<file path="config.mk">
export PLATFORM = sky130hd
export DESIGN_NAME = fetch_unit_flat
export DESIGN_NICKNAME = d
export VERILOG_FILES = /design/src/rtl/fetch_unit_if.sv /design/src/rtl/fetch_unit.sv /design/src/flat_wrapper.sv
export SDC_FILE = /design/constraint.sdc
export NUM_CORES = 1
export LEC_CHECK = 0
export ABC_CLOCK_PERIOD_IN_PS = 6200
export BUFFER_PORTS_ARGS = -buffer_cell sky130_fd_sc_hd__buf_4
export CORE_ASPECT_RATIO = 0.8
export CORE_MARGIN = 2
export CORE_UTILIZATION = 57
export CTS_CLUSTER_SIZE = 24
export DETAILED_ROUTE_END_ITERATION = 16
export PLACE_DENSITY_LB_ADDON = 0.2
export SLEW_MARGIN = 20
export SYNTH_ARGS = -nofsm -noshare
export SYNTH_HDL_FRONTEND = slang
export SYNTH_SLANG_ARGS = --single-unit
</file>
<file path="constraint.sdc">
create_clock -name clk -period 6.2 [get_ports clk]
set_input_delay 0.93 -clock clk [delete_from_list [all_inputs] [get_ports clk]]
set_output_delay 0.93 -clock clk [all_outputs]
set_load 0.05 [all_outputs]
</file>
<file path="src/rtl/fetch_unit_if.sv">
// Fetch-stage bus: instruction-memory port, execute redirect and decoder handshake.
// master = fetch unit, slave = memory/execute/decoder environment.
`timescale 1ns/1ps
interface fetch_unit_if;
    logic [15:0] i_addr;
    logic [15:0] i_bus;
    logic        redirect;
    logic [15:0] redirect_pc;
    logic        out_valid;
    logic        out_ready;
    logic [15:0] out_instr;
    logic [15:0] out_literal;
    logic        out_has_lit;
    logic [15:0] out_pc;

    modport master (
        output i_addr,
        input  i_bus,
        input  redirect,
        input  redirect_pc,
        output out_valid,
        input  out_ready,
        output out_instr,
        output out_literal,
        output out_has_lit,
        output out_pc
    );

    modport slave (
        input  i_addr,
        output i_bus,
        output redirect,
        output redirect_pc,
        input  out_valid,
        output out_ready,
        input  out_instr,
        input  out_literal,
        input  out_has_lit,
        input  out_pc
    );
endinterface

</file>
<file path="src/rtl/fetch_unit.sv">
// Instruction fetch stage: issues addresses, absorbs the one-cycle memory latency,
// buffers words in a small FIFO and hands out plain instructions or literal pairs.
`timescale 1ns/1ps
module fetch_unit #(
    parameter int unsigned DEPTH     = 4,
    parameter logic [15:0] RESET_PC  = 16'h0000,
    parameter logic [15:0] LIT_MASK  = 16'h00FF,
    parameter logic [15:0] LIT_MATCH = 16'h001A
) (
    input  logic          clk,
    input  logic          rst,
    fetch_unit_if.master  bus
);

    localparam int unsigned AW  = 16;
    localparam int unsigned PW  = (DEPTH > 1) ? $clog2(DEPTH) : 1;
    localparam int unsigned PW2 = PW + 2;
    localparam int unsigned CW  = $clog2(DEPTH + 2) + 1;
    localparam logic [CW-1:0] DEPTH_C = CW'(DEPTH);

    typedef struct packed {
        logic [AW-1:0] word;
        logic [AW-1:0] pc;
    } entry_t;

    entry_t        fifo_mem [DEPTH];
    logic [PW-1:0] rd_ptr;
    logic [PW-1:0] wr_ptr;
    logic [CW-1:0] count;
    logic          inflight;
    logic [AW-1:0] inflight_pc;
    logic [AW-1:0] i_addr_q;

    entry_t        head;
    entry_t        second;
    logic          head_lit;
    logic          head_ready;
    logic          valid_c;
    logic          fire_c;
    logic [1:0]    pop_n;
    logic [CW-1:0] occupancy;
    logic          issue_ok;

    // Circular pointer advance that also works for non power-of-two depths.
    function automatic logic [PW-1:0] ptr_add(input logic [PW-1:0] p, input logic [1:0] n);
        logic [PW2-1:0] s;
        s = PW2'(p) + PW2'(n);
        if (s >= PW2'(DEPTH)) begin
            s = s - PW2'(DEPTH);
        end
        return s[PW-1:0];
    endfunction

    assign head   = fifo_mem[rd_ptr];
    assign second = fifo_mem[ptr_add(rd_ptr, 2'd1)];

    // Output and pop decision come only from FIFO head state, never from out_ready into out_valid.
    always_comb begin
        head_lit   = (head.word & LIT_MASK) == LIT_MATCH;
        head_ready = head_lit ? (count >= CW'(2)) : (count >= CW'(1));
        valid_c    = !rst && !bus.redirect && head_ready;
        fire_c     = valid_c && bus.out_ready;
        pop_n      = 2'd0;
        if (fire_c) begin
            pop_n = head_lit ? 2'd2 : 2'd1;
        end
        occupancy  = count + CW'(inflight) - CW'(pop_n);
        issue_ok   = occupancy < DEPTH_C;
    end

    assign bus.i_addr      = i_addr_q;
    assign bus.out_valid   = valid_c;
    assign bus.out_instr   = valid_c ? head.word : '0;
    assign bus.out_pc      = valid_c ? head.pc : '0;
    assign bus.out_has_lit = valid_c && head_lit;
    assign bus.out_literal = (valid_c && head_lit) ? second.word : '0;

    // Fetch control: issue, capture bookkeeping, pops, redirect flush.
    always_ff @(posedge clk) begin
        if (rst) begin
            i_addr_q    <= RESET_PC;
            inflight    <= 1'b0;
            inflight_pc <= '0;
            rd_ptr      <= '0;
            wr_ptr      <= '0;
            count       <= '0;
        end else if (bus.redirect) begin
            i_addr_q    <= bus.redirect_pc;
            inflight    <= 1'b0;
            rd_ptr      <= '0;
            wr_ptr      <= '0;
            count       <= '0;
        end else begin
            if (inflight) begin
                wr_ptr <= ptr_add(wr_ptr, 2'd1);
            end
            rd_ptr <= ptr_add(rd_ptr, pop_n);
            count  <= occupancy;
            if (issue_ok) begin
                inflight    <= 1'b1;
                inflight_pc <= i_addr_q;
                i_addr_q    <= i_addr_q + 16'd1;
            end else begin
                inflight    <= 1'b0;
            end
        end
    end

    // Word returned by memory for last cycle's issue lands in the FIFO.
    always_ff @(posedge clk) begin
        if (!rst && !bus.redirect && inflight) begin
            fifo_mem[wr_ptr] <= '{word: bus.i_bus, pc: inflight_pc};
        end
    end

endmodule

</file>
<file path="src/flat_wrapper.sv">
// flat-port wrapper written by rule: the top's interface ports become plain ports
module fetch_unit_flat 
#(
    parameter int unsigned DEPTH     = 4,
    parameter logic [15:0] RESET_PC  = 16'h0000,
    parameter logic [15:0] LIT_MASK  = 16'h00FF,
    parameter logic [15:0] LIT_MATCH = 16'h001A
)
  (clk, rst, bus_i_addr, bus_i_bus, bus_redirect, bus_redirect_pc, bus_out_valid, bus_out_ready, bus_out_instr, bus_out_literal, bus_out_has_lit, bus_out_pc);
  fetch_unit_if bus_i ();
  input  logic clk;
  input  logic rst;
  output wire logic [$bits(bus_i.i_addr)-1:0] bus_i_addr;
  input wire logic [$bits(bus_i.i_bus)-1:0] bus_i_bus;
  input wire logic [$bits(bus_i.redirect)-1:0] bus_redirect;
  input wire logic [$bits(bus_i.redirect_pc)-1:0] bus_redirect_pc;
  output wire logic [$bits(bus_i.out_valid)-1:0] bus_out_valid;
  input wire logic [$bits(bus_i.out_ready)-1:0] bus_out_ready;
  output wire logic [$bits(bus_i.out_instr)-1:0] bus_out_instr;
  output wire logic [$bits(bus_i.out_literal)-1:0] bus_out_literal;
  output wire logic [$bits(bus_i.out_has_lit)-1:0] bus_out_has_lit;
  output wire logic [$bits(bus_i.out_pc)-1:0] bus_out_pc;
  assign bus_i_addr = bus_i.i_addr;
  assign bus_i.i_bus = bus_i_bus;
  assign bus_i.redirect = bus_redirect;
  assign bus_i.redirect_pc = bus_redirect_pc;
  assign bus_out_valid = bus_i.out_valid;
  assign bus_i.out_ready = bus_out_ready;
  assign bus_out_instr = bus_i.out_instr;
  assign bus_out_literal = bus_i.out_literal;
  assign bus_out_has_lit = bus_i.out_has_lit;
  assign bus_out_pc = bus_i.out_pc;
  fetch_unit #(.DEPTH(DEPTH), .RESET_PC(RESET_PC), .LIT_MASK(LIT_MASK), .LIT_MATCH(LIT_MATCH)) u_core (.clk(clk), .rst(rst), .bus(bus_i));
endmodule
</file>
==> results.sh, run 1 <==
export IMPL_grt_pass1_wl_um=23100
export IMPL_synth_seq_area_share=0.632
export IMPL_place_port_buffers=101
export IMPL_worst_setup_path_type="reg2reg"
export IMPL_n_antenna_cell=0
export IMPL_grt_antenna_before_repair=0
export IMPL_pwr_density_cell_nw_per_um2=280
export IMPL_fin_nets=615
export IMPL_clock_skew_final_ns=0.00795
export IMPL_worstSetupEndpointType="flop"
export IMPL_finalSetupViolCount=0
export IMPL_cts_sinks=169
export IMPL_async_flop_share=0
export IMPL_most_common_layout_cells="sky130_fd_sc_hd__edfxtp_1, sky130_fd_sc_hd__buf_4, sky130_fd_sc_hd__mux4_2"
export IMPL_synth_warning_count=0
export IMPL_ioPinCount=102
export IMPL_timing_final_crit_share=0.768
export IMPL_cts_buffer_depth=2
export IMPL_synth_ff_latch_count=169
export IMPL_tritoncts_num_buffers=17
export IMPL_cts_hold_buf=0
export IMPL_tritoncts_clock_tree="done"
export IMPL_cts_htree_levels=4
export IMPL_post_synth_instance_area_um2=7390
export IMPL_final_fill_count=894
export IMPL_maxCapViolCount=0
export IMPL_layout_area_overhead_vs_synth_pct=20.8
export IMPL_clk_pin_slew_worst_paths_ns=0.06
export IMPL_ant_nets=0
export IMPL_drt_wl_total_um=14500
export IMPL_hold_slack_ns=0.515
export IMPL_timing_setup_tns_ns=0
export IMPL_leakage_nw=3.24
export IMPL_power_ir_vdd_worst_mv=0.208
export IMPL_core_area_um2=12800
export IMPL_period_minus_slack_ns=4.76
export IMPL_run_status="completed"
export IMPL_ctsRootBufferMaster="sky130_fd_sc_hd__clkbuf_16"
export IMPL_initial_core_util=0.578
export IMPL_x_dimension_of_the_die_um=131
export IMPL_wire_per_inst_um=19.2
export IMPL_first_pass_iters=7
export IMPL_number_of_global_route_vias_before_repair=4316
export IMPL_vias_per_cell=5.78
export IMPL_synth_area_per_cell_um2=16.0
export IMPL_detailedPlacementHpwl_um=9500
export IMPL_hold_viol_final=0
export IMPL_die_y_um=106
export IMPL_place_gp_congestion=0.830
export IMPL_syn_num_nets=510
export IMPL_fmaxAchievable_mhz=210
export IMPL_drcViolationCount=0
export IMPL_worst_endpoint_arrival_ns=5.08
export IMPL_layout_commonest_cell="sky130_fd_sc_hd__edfxtp_1"
export IMPL_overflow=0
export IMPL_grt_usage=0.221
export IMPL_cts_repair_timing_setup_buffer_count=0
export IMPL_grt_setup_unrepaired="false"
export IMPL_worstPathRequired_ns=6.52
export IMPL_initialDrtViolationCount=396
export IMPL_number_of_enable_flip_flop_cells_after_synthesis=128
export IMPL_timing_max_transition_violations_final=0
export IMPL_dr_total_vias=4370
export IMPL_hold_class="reg2reg"
export IMPL_synth_cells=463
export IMPL_yosys_most_used_dff="sky130_fd_sc_hd__edfxtp_1"
export IMPL_dieArea_um2=13900
export IMPL_grt_max_degree=36
export IMPL_drive_gt1_frac=0.346
export IMPL_crit_path_start_kind="flop"
export IMPL_pre_cts_ws_ns=1.50
export IMPL_post_synth_num_cell_types=42
export IMPL_row_count=37
export IMPL_timing_final_ws_setup_ns=1.44
export IMPL_clk_latency_ns=0.42
export IMPL_timing_max_slew_rel_slack=0.451
export IMPL_cts_repair_resize_count=0
export IMPL_worst_slew_pin_slew_ns=0.823
export IMPL_critical_path_max_fanout=21
-- worst max-delay path: stages (launching register included) --
cell and delay, ns:
sky130_fd_sc_hd__dfxtp_2 0.64, sky130_fd_sc_hd__mux4_2 0.62, sky130_fd_sc_hd__nor4b_4 0.35, sky130_fd_sc_hd__nand4_1 0.13
sky130_fd_sc_hd__buf_4 0.22, sky130_fd_sc_hd__inv_1 0.09, sky130_fd_sc_hd__nand2_1 0.06, sky130_fd_sc_hd__ha_1 0.31
sky130_fd_sc_hd__fa_1 0.48, sky130_fd_sc_hd__xnor2_1 0.50, sky130_fd_sc_hd__nand4_1 0.41, sky130_fd_sc_hd__or4_1 0.57
sky130_fd_sc_hd__a311oi_1 0.28
-- kinds of logic (layout without fill, tap and decap cells) --
group           after synthesis  after routing  share of synthesized area
flops                       169            169                      0.632
fa+ha+maj                    11             11                     0.0197
compound gates               34             34                     0.0335
xor+xnor                     12             12                     0.0152
simple gates                137            137                      0.107
buf+inv                      35            153                     0.0241
mux                          65             65                      0.169
-- final timing paths --
| kind | cells after the start | start | end | slack, ns |
|---|---|---|---|---|
| hold reg to reg | 0 | u_core.inflight_pc[6]$_SDFFE_PP0P_ | u_core.fifo_mem[3][6]$_DFFE_PP_ | 0.52 |
| setup / recovery | 12 | u_core.rd_ptr[1]$_SDFF_PP0_ | u_core.bus.i_addr[9]$_SDFFE_PP0P_ | 1.44 |
| setup reg to reg | 12 | u_core.rd_ptr[1]$_SDFF_PP0_ | u_core.bus.i_addr[9]$_SDFFE_PP0P_ | 1.44 |
| hold / removal | 0 | u_core.inflight_pc[6]$_SDFFE_PP0P_ | u_core.fifo_mem[3][6]$_DFFE_PP_ | 0.52 |
-- registers in the layout, summed over array words and instances (netlist names) --
| name | cells |
|---|---|
| u_core.bus.i_addr | 16 |
| u_core.count | 4 |
| u_core.fifo_mem | 128 |
| u_core.inflight | 1 |
| u_core.inflight_pc | 16 |
| u_core.rd_ptr | 2 |
| u_core.wr_ptr | 2 |
-- synth_stat cells (all sizes together), types with 6 or more instances --
master  count  area share
nor2b      16       0.014
mux2i      17       0.023
clkbuf     14      0.0071
nand2       8      0.0044
inv        11      0.0056
a311oi      9       0.011
xnor2       6      0.0081
mux4       48        0.15
nor2       39       0.020
and2       38       0.032
buf        10       0.011
nand4       8      0.0068
a211oi      6      0.0061
ha         10       0.017
dfxtp      41        0.11
xor2        6      0.0071
edfxtp    128        0.52
-- layer usage --
metal  GRT usage  vias up  wire length, um
li1            -     2012                -
met1       0.303     2200             6590
met2       0.349      145             7070
met3      0.0587       13              745
met4      0.0730        0              129
met5           0        -                0
-- through the flow --
stage	std cells	power, W	cell area (um2)	util
finish	756	0.00250	8920	0.698
global route	756	0.00257	8920	0.698
CTS	756	0.00251	8920	0.698
detailed placement	724	0.00143	8300	0.650
global placement	724	0.00143	8300	0.650
floorplan	463	0.00137	7390	-
-- cell type report --
cell class              instances  area (um2)  share of cell area
clock inverters                15         191              0.0215
flip-flops and latches        169        4670               0.523
multi-input cells             259        2550               0.286
inverters                      11        41.3             0.00463
repair buffers                110         826              0.0926
well taps                     175         219              0.0245
clock buffers                  17         425              0.0477
-- report_power, final --
part	switching, W	leakage, nW	internal [W]
clock	0.000444	0.297	0.000643
combinational	0.0000866	1.39	0.0000601
sequential	0.0000274	1.55	0.00124
Power figures use the tool's default switching activity.
==> run 2, diff against run 1 <==
--- a/config.mk
+++ b/config.mk
@@ -5,11 +5,11 @@
 export SDC_FILE = /design/constraint.sdc
 export NUM_CORES = 1
 export LEC_CHECK = 0
-export ABC_CLOCK_PERIOD_IN_PS = 6200
+export ABC_CLOCK_PERIOD_IN_PS = 4000
 export BUFFER_PORTS_ARGS = -buffer_cell sky130_fd_sc_hd__buf_4
 export CORE_ASPECT_RATIO = 0.8
 export CORE_MARGIN = 2
-export CORE_UTILIZATION = 57
+export CORE_UTILIZATION = 52
 export CTS_CLUSTER_SIZE = 24
 export DETAILED_ROUTE_END_ITERATION = 16
 export PLACE_DENSITY_LB_ADDON = 0.2
==> constraint.sdc (replaced) <==
create_clock -name clk -period 4 [get_ports clk]
set_input_delay 0.6 -clock clk [delete_from_list [all_inputs] [get_ports clk]]
set_output_delay 0.6 -clock clk [all_outputs]
set_load 0.05 [all_outputs]
==> run 2 against run 1 <==
Sequential cell count stayed put. Critical path depth is 3 higher. Critical path type unchanged. Critical endpoint is now u_core.bus.i_addr[13]$_SDFFE_PP0P_. Utilization is 2.9 points lower. Clock skew is 0.0044 ns higher. Routed wire length is 2.4% higher. Largest power group unchanged. Global-route usage is 1.0 points lower. Via count is 0.87% higher.
==> results.sh, run 2 (synthesis gave the netlist of run 1 again) <==
export IMPL_cp_slowest_cell="sky130_fd_sc_hd__mux4_2"
export IMPL_vias_per_cell=5.64
export IMPL_clk_pin_slew_worst_paths_ns=0.07
export IMPL_grt_setup_unrepaired="true"
export IMPL_largest_reg_flops=128
export IMPL_critical_path_max_stage_delay_ns=0.55
export IMPL_crit_path_start_kind="flop"
export IMPL_hold_slack_ns=0.382
export IMPL_grt_antenna_before_repair=0
export IMPL_dieArea_um2=15200
export IMPL_worst_setup_path_type="reg2reg"
export IMPL_die_y_um=111
export IMPL_finalSetupViolCount=0
export IMPL_ant_nets=0
export IMPL_row_count=38
export IMPL_fmaxAchievable_mhz=254
export IMPL_pwr_density_cell_nw_per_um2=422
export IMPL_core_area_um2=13700
export IMPL_ioPinCount=102
export IMPL_dr_total_vias=4408
export IMPL_register_area_um2=4670
export IMPL_leakage_nw=3.37
export IMPL_cts_htree_levels=4
export IMPL_x_dimension_of_the_die_um=137
export IMPL_place_gp_congestion=0.824
export IMPL_cts_hold_buf=0
export IMPL_grt_max_degree=35
export IMPL_timing_final_crit_share=0.985
export IMPL_design_area_um2=9200
export IMPL_tritoncts_clock_tree="done"
export IMPL_ctsRootBufferMaster="sky130_fd_sc_hd__clkbuf_16"
export IMPL_run_status="completed"
export IMPL_power_ir_vdd_worst_mv=0.346
export IMPL_overflow=0
export IMPL_worstPathRequired_ns=4.33
export IMPL_critical_path_buffers_and_inverters=3
export IMPL_clk_latency_ns=0.43
export IMPL_cell_family_contributing_the_most_delay_on_the_critical_path="simple AND/OR/NAND/NOR gates"
export IMPL_worstSetupEndpointType="flop"
export IMPL_tritoncts_num_buffers=17
export IMPL_layout_commonest_cell="sky130_fd_sc_hd__edfxtp_1"
export IMPL_grt_pass1_wl_um=23700
export IMPL_met1_usage=0.295
export IMPL_largest_reg_by_ff_count="u_core.fifo_mem"
export IMPL_initialDrtViolationCount=327
export IMPL_worst_endpoint_arrival_ns=4.28
export IMPL_hold_viol_final=0
export IMPL_groute_layer_met2_usage=0.327
export IMPL_global_route_peak_usage_layer="met2"
export IMPL_maxCapViolCount=0
export IMPL_first_pass_iters=4
export IMPL_crit_chain="buf_12 -> mux4_2 -> nor4b_4 -> nand4_1 -> clkinvlp_4 -> nand2_2 -> ha_4 -> ha_4 -> a21o_1 -> a21oi_4 -> xnor2_2 -> nand4_1 -> buf_6 -> or4_4 -> a311oi_2"
export IMPL_timing_max_transition_violations_final=0
export IMPL_fin_nets=636
export IMPL_most_common_layout_cells="sky130_fd_sc_hd__edfxtp_1, sky130_fd_sc_hd__buf_4, sky130_fd_sc_hd__mux4_2"
export IMPL_place_port_buffers=101
export IMPL_critical_path_max_fanout=7
export IMPL_cts_buffer_depth=2
export IMPL_final_fill_count=948
export IMPL_drt_wl_total_um=14900
export IMPL_timing_max_slew_rel_slack=0.421
export IMPL_period_minus_slack_ns=3.94
export IMPL_detailed_place_area_um2=8470
export IMPL_hold_class="in2reg"
export IMPL_n_antenna_cell=0
export IMPL_initial_core_util=0.538
export IMPL_drcViolationCount=0
export IMPL_wire_per_inst_um=19.0
export IMPL_layout_area_overhead_vs_synth_pct=24.6
export IMPL_clock_skew_final_ns=0.0124
export IMPL_multi_input_area_um2=2630
export IMPL_timing_setup_tns_ns=0
export IMPL_number_of_global_route_vias_before_repair=4427
export IMPL_cts_sinks=169
export IMPL_detailedPlacementHpwl_um=10000
export IMPL_total_power_w=0.00389
export IMPL_worst_slew_pin_slew_ns=0.868
export IMPL_drive_gt1_frac=0.389
export IMPL_met3_usage=0.0569
export IMPL_grt_usage=0.210
==> run 2: cell count changes in the layout (fill, tap and decap cells not counted), moves of 2 or more <==
cell                       previous run  this run
sky130_fd_sc_hd__or4_1                5         3
sky130_fd_sc_hd__buf_12               0         2
sky130_fd_sc_hd__or4_4                0         2
sky130_fd_sc_hd__a311oi_2             0         3
sky130_fd_sc_hd__buf_6                0         2
sky130_fd_sc_hd__buf_4              110       127
sky130_fd_sc_hd__a311oi_1             9         6
sky130_fd_sc_hd__ha_4                 0         2
sky130_fd_sc_hd__ha_1                10         8
==> run 2: timing repair <==
item	in CTS	in global routing
resized for setup	1	7
pin swaps	1	11
endpoints found under the setup margin	9	10
buffers inserted	2	7
==> run 2: final timing paths <==
path	start	to	slack [ns]	cells after the start
worst max-delay path	u_core.rd_ptr[0]$_SDFF_PP0_	u_core.bus.i_addr[13]$_SDFFE_PP0P_	0.06	15
worst min-delay path	bus_i_bus[15]	u_core.fifo_mem[1][31]$_DFFE_PP_	0.38	1
worst max register to register	u_core.rd_ptr[0]$_SDFF_PP0_	u_core.bus.i_addr[13]$_SDFFE_PP0P_	0.06	15
worst min register to register	u_core.inflight_pc[12]$_SDFFE_PP0P_	u_core.fifo_mem[1][12]$_DFFE_PP_	0.51	0
==> run 2: cell type report <==
type	instances	share of cell area
tap	180	0.0245
clock inverter	14	0.0204
multi-input combinational	259	0.286
sequential	169	0.507
timing repair buffer	131	0.110
clock buffer	17	0.0462
inverter	11	0.00490
==> run 2: metrics by stage <==
stage	instances	worst slack (ns)	utilization
after floorplan	463	-0.436	-
after global placement	741	0.0630	0.617
after detailed placement	741	-0.0600	0.617
after CTS	774	0.0352	0.663
after global routing	781	-0.101	0.670
final	781	0.0599	0.670
==> run 2: metal layers <==
layer,share of wire,wire length (um),vias up
met5,0,0,-
met4,0.0082,122,0
met3,0.061,905,11
met2,0.49,7220,130
met1,0.45,6630,2210
li1,-,-,2057
==> run 2: power breakdown <==
part | leakage (nW) | internal (W) | switching (W)
registers | 1.55 | 0.00191 | 0.0000404
clock network | 0.296 | 0.000997 | 0.000693
logic | 1.52 | 0.000102 | 0.000139
==> run 3, diff against run 2 <==
--- a/config.mk
+++ b/config.mk
@@ -7,9 +7,11 @@
 export LEC_CHECK = 0
 export ABC_CLOCK_PERIOD_IN_PS = 4000
 export BUFFER_PORTS_ARGS = -buffer_cell sky130_fd_sc_hd__buf_4
+export CAP_MARGIN = 25
 export CORE_ASPECT_RATIO = 0.8
 export CORE_MARGIN = 2
-export CORE_UTILIZATION = 52
+export CORE_UTILIZATION = 54
+export CTS_BUF_LIST = sky130_fd_sc_hd__clkbuf_8
 export CTS_CLUSTER_SIZE = 24
 export DETAILED_ROUTE_END_ITERATION = 16
 export PLACE_DENSITY_LB_ADDON = 0.2
==> run 3 against run 2 <==
Utilization decreased by 0.76 points. Final cell count decreased by 0.13%. Combinational power about the same. Largest power group unchanged.
==> results.sh, run 3 (synthesis gave the netlist of run 1 again) <==
export IMPL_register_area_um2=4670
export IMPL_worstPathRequired_ns=4.36
export IMPL_grt_usage=0.211
export IMPL_grt_max_degree=35
export IMPL_vias_per_cell=5.64
export IMPL_finalSetupViolCount=0
export IMPL_tritoncts_num_buffers=17
export IMPL_timing_hold_worst_start="bus_i_bus[14]"
export IMPL_core_area_um2=13500
export IMPL_cts_sinks=169
export IMPL_initial_core_util=0.549
export IMPL_drive_gt1_frac=0.380
export IMPL_hold_viol_final=0
export IMPL_worst_hold_endpoint="u_core.fifo_mem[2][30]$_DFFE_PP_"
export IMPL_instances_no_fill=780
export IMPL_timing_final_crit_share=0.993
export IMPL_crit_path_start_kind="flop"
export IMPL_grt_setup_unrepaired="true"
export IMPL_grt_antenna_before_repair=0
export IMPL_largest_reg_flops=128
export IMPL_reg_to_reg_start="u_core.rd_ptr[0]$_SDFF_PP0_"
export IMPL_rrSetupSlack_ns=0.03
export IMPL_cts_htree_levels=4
export IMPL_grt_pass1_wl_um=22900
export IMPL_fin_nets=634
export IMPL_place_detailed_instances=741
export IMPL_wire_per_inst_um=18.8
export IMPL_clock_skew_final_ns=0.0107
export IMPL_final_fill_count=954
export IMPL_hold_class="in2reg"
export IMPL_leakage_nw=3.24
export IMPL_layout_area_overhead_vs_synth_pct=20.6
export IMPL_row_count=38
export IMPL_tritoncts_clock_tree="done"
export IMPL_place_port_buffers=101
export IMPL_worstSetupEndpointType="flop"
export IMPL_power_ir_vdd_worst_mv=0.223
export IMPL_worst_slew_pin_slew_ns=0.809
export IMPL_worst_setup_path_type="reg2reg"
export IMPL_maxCapViolCount=0
export IMPL_x_dimension_of_the_die_um=135
export IMPL_worst_endpoint_arrival_ns=4.33
export IMPL_most_common_layout_cells="sky130_fd_sc_hd__edfxtp_1, sky130_fd_sc_hd__buf_4, sky130_fd_sc_hd__mux4_2"
export IMPL_place_gp_congestion=0.839
export IMPL_cp_slowest_cell="sky130_fd_sc_hd__mux4_2"
export IMPL_multi_input_area_um2=2630
export IMPL_cts_hold_buf=0
export IMPL_cts_buffer_depth=2
export IMPL_clk_pin_slew_worst_paths_ns=0.09
export IMPL_largest_reg_by_ff_count="u_core.fifo_mem"
export IMPL_number_of_global_route_vias_before_repair=4392
export IMPL_critical_path_max_stage_delay_ns=0.55
export IMPL_ctsRootBufferMaster="sky130_fd_sc_hd__clkbuf_8"
export IMPL_first_pass_iters=4
export IMPL_critical_path_max_fanout=8
export IMPL_pre_cts_ws_ns=-0.0371
export IMPL_ant_nets=0
export IMPL_drcViolationCount=0
export IMPL_crit_chain="mux4_2 -> nor4bb_4 -> nand4_1 -> clkinvlp_4 -> nand2_2 -> ha_4 -> ha_4 -> a21o_1 -> a21oi_4 -> xnor2_2 -> nand4_1 -> buf_6 -> or4_4 -> a311oi_1"
export IMPL_hold_depth=1
export IMPL_initialDrtViolationCount=217
export IMPL_drt_wl_total_um=14700
export IMPL_crit_reg2reg_capture="u_core.bus.i_addr[9]$_SDFFE_PP0P_"
export IMPL_dieArea_um2=14600
export IMPL_timing_max_transition_violations_final=0
export IMPL_timing_final_ws_setup_ns=0.0269
export IMPL_timing_max_slew_rel_slack=0.460
export IMPL_fmaxAchievable_mhz=252
export IMPL_utilization=0.662
export IMPL_layout_commonest_cell="sky130_fd_sc_hd__edfxtp_1"
export IMPL_detailedPlacementHpwl_um=9870
export IMPL_cell_family_contributing_the_most_delay_on_the_critical_path="simple AND/OR/NAND/NOR gates"
export IMPL_overflow=0
export IMPL_n_antenna_cell=0
export IMPL_period_minus_slack_ns=3.97
export IMPL_run_status="completed"
export IMPL_ioPinCount=102
export IMPL_die_y_um=109
export IMPL_pwr_density_cell_nw_per_um2=367
export IMPL_ff2ff_path_depth=14
export IMPL_critical_path_cell_count=14
export IMPL_clk_latency_ns=0.45
export IMPL_dr_total_vias=4402
export IMPL_critical_path_buffers_and_inverters=2
[run 3: metrics by stage]
| stage | area [um2] | TNS (ns) | power [W] | hold WS, ns |
|---|---|---|---|---|
| floorplan | 7460 | -4.19 | 0.00213 | 0.459 |
| global placement | 8470 | 0 | 0.00222 | 0.484 |
| detailed placement | 8470 | -0.0666 | 0.00223 | 0.501 |
| CTS | 8860 | 0 | 0.00330 | 0.312 |
| global route | 8910 | -0.609 | 0.00339 | 0.317 |
| finish | 8910 | 0 | 0.00327 | 0.345 |
[run 3: repair_timing]
action / 4_1_cts / 5_1_grt
resized for setup: 1 / 5
pin swaps: 1 / 5
cloned: 0 / 0
endpoints found under the setup margin: 6 / 10
setup buffers: 4 / 4
[run 3: where the power goes]
| group | total, W | internal [W] | switching (W) |
|---|---|---|---|
| Clock | 0.00108 | 0.000501 | 0.000582 |
| Sequential | 0.00195 | 0.00191 | 0.0000405 |
| Combinational | 0.000238 | 0.000100 | 0.000138 |
[run 3: per-layer routing]
metal,GRT usage,up-vias,wire [um]
li1,-,2039,-
met1,0.290,2211,6540
met2,0.334,137,7120
met3,0.0506,15,839
met4,0.0737,0,173
met5,0,-,0
[run 3: layout make-up]
| class | instances | share of cell area |
|---|---|---|
| multi-input cells | 259 | 0.295 |
| clock inverters | 14 | 0.0124 |
| well taps | 180 | 0.0253 |
| flip-flops and latches | 169 | 0.524 |
| clock buffers | 18 | 0.0278 |
| repair buffers | 129 | 0.111 |
| inverters | 11 | 0.00506 |
[run 3: worst max-delay path by stage]
stage                                     start                                  to  slack, ns
global placement    u_core.rd_ptr[0]$_SDFF_PP0_  u_core.bus.i_addr[11]$_SDFFE_PP0P_       0.09
CTS                 u_core.rd_ptr[0]$_SDFF_PP0_  u_core.bus.i_addr[11]$_SDFFE_PP0P_       0.03
detailed placement  u_core.rd_ptr[0]$_SDFF_PP0_  u_core.bus.i_addr[11]$_SDFFE_PP0P_      -0.04
global route        u_core.rd_ptr[0]$_SDFF_PP0_   u_core.bus.i_addr[9]$_SDFFE_PP0P_      -0.12
finish              u_core.rd_ptr[0]$_SDFF_PP0_   u_core.bus.i_addr[9]$_SDFFE_PP0P_       0.03
floorplan           u_core.rd_ptr[0]$_SDFF_PP0_  u_core.bus.i_addr[11]$_SDFFE_PP0P_      -0.44
[run 3: worst register-to-register path, stage by stage, from the launching register on]
cell	delay, ns
sky130_fd_sc_hd__dfxtp_4	0.42
sky130_fd_sc_hd__mux4_2	0.56
sky130_fd_sc_hd__nor4bb_4	0.38
sky130_fd_sc_hd__nand4_1	0.24
sky130_fd_sc_hd__clkinvlp_4	0.15
sky130_fd_sc_hd__nand2_2	0.06
sky130_fd_sc_hd__ha_4	0.29
sky130_fd_sc_hd__ha_4	0.19
sky130_fd_sc_hd__a21o_1	0.20
sky130_fd_sc_hd__a21oi_4	0.18
sky130_fd_sc_hd__xnor2_2	0.15
sky130_fd_sc_hd__nand4_1	0.13
sky130_fd_sc_hd__buf_6	0.16
sky130_fd_sc_hd__or4_4	0.50
sky130_fd_sc_hd__a311oi_1	0.27
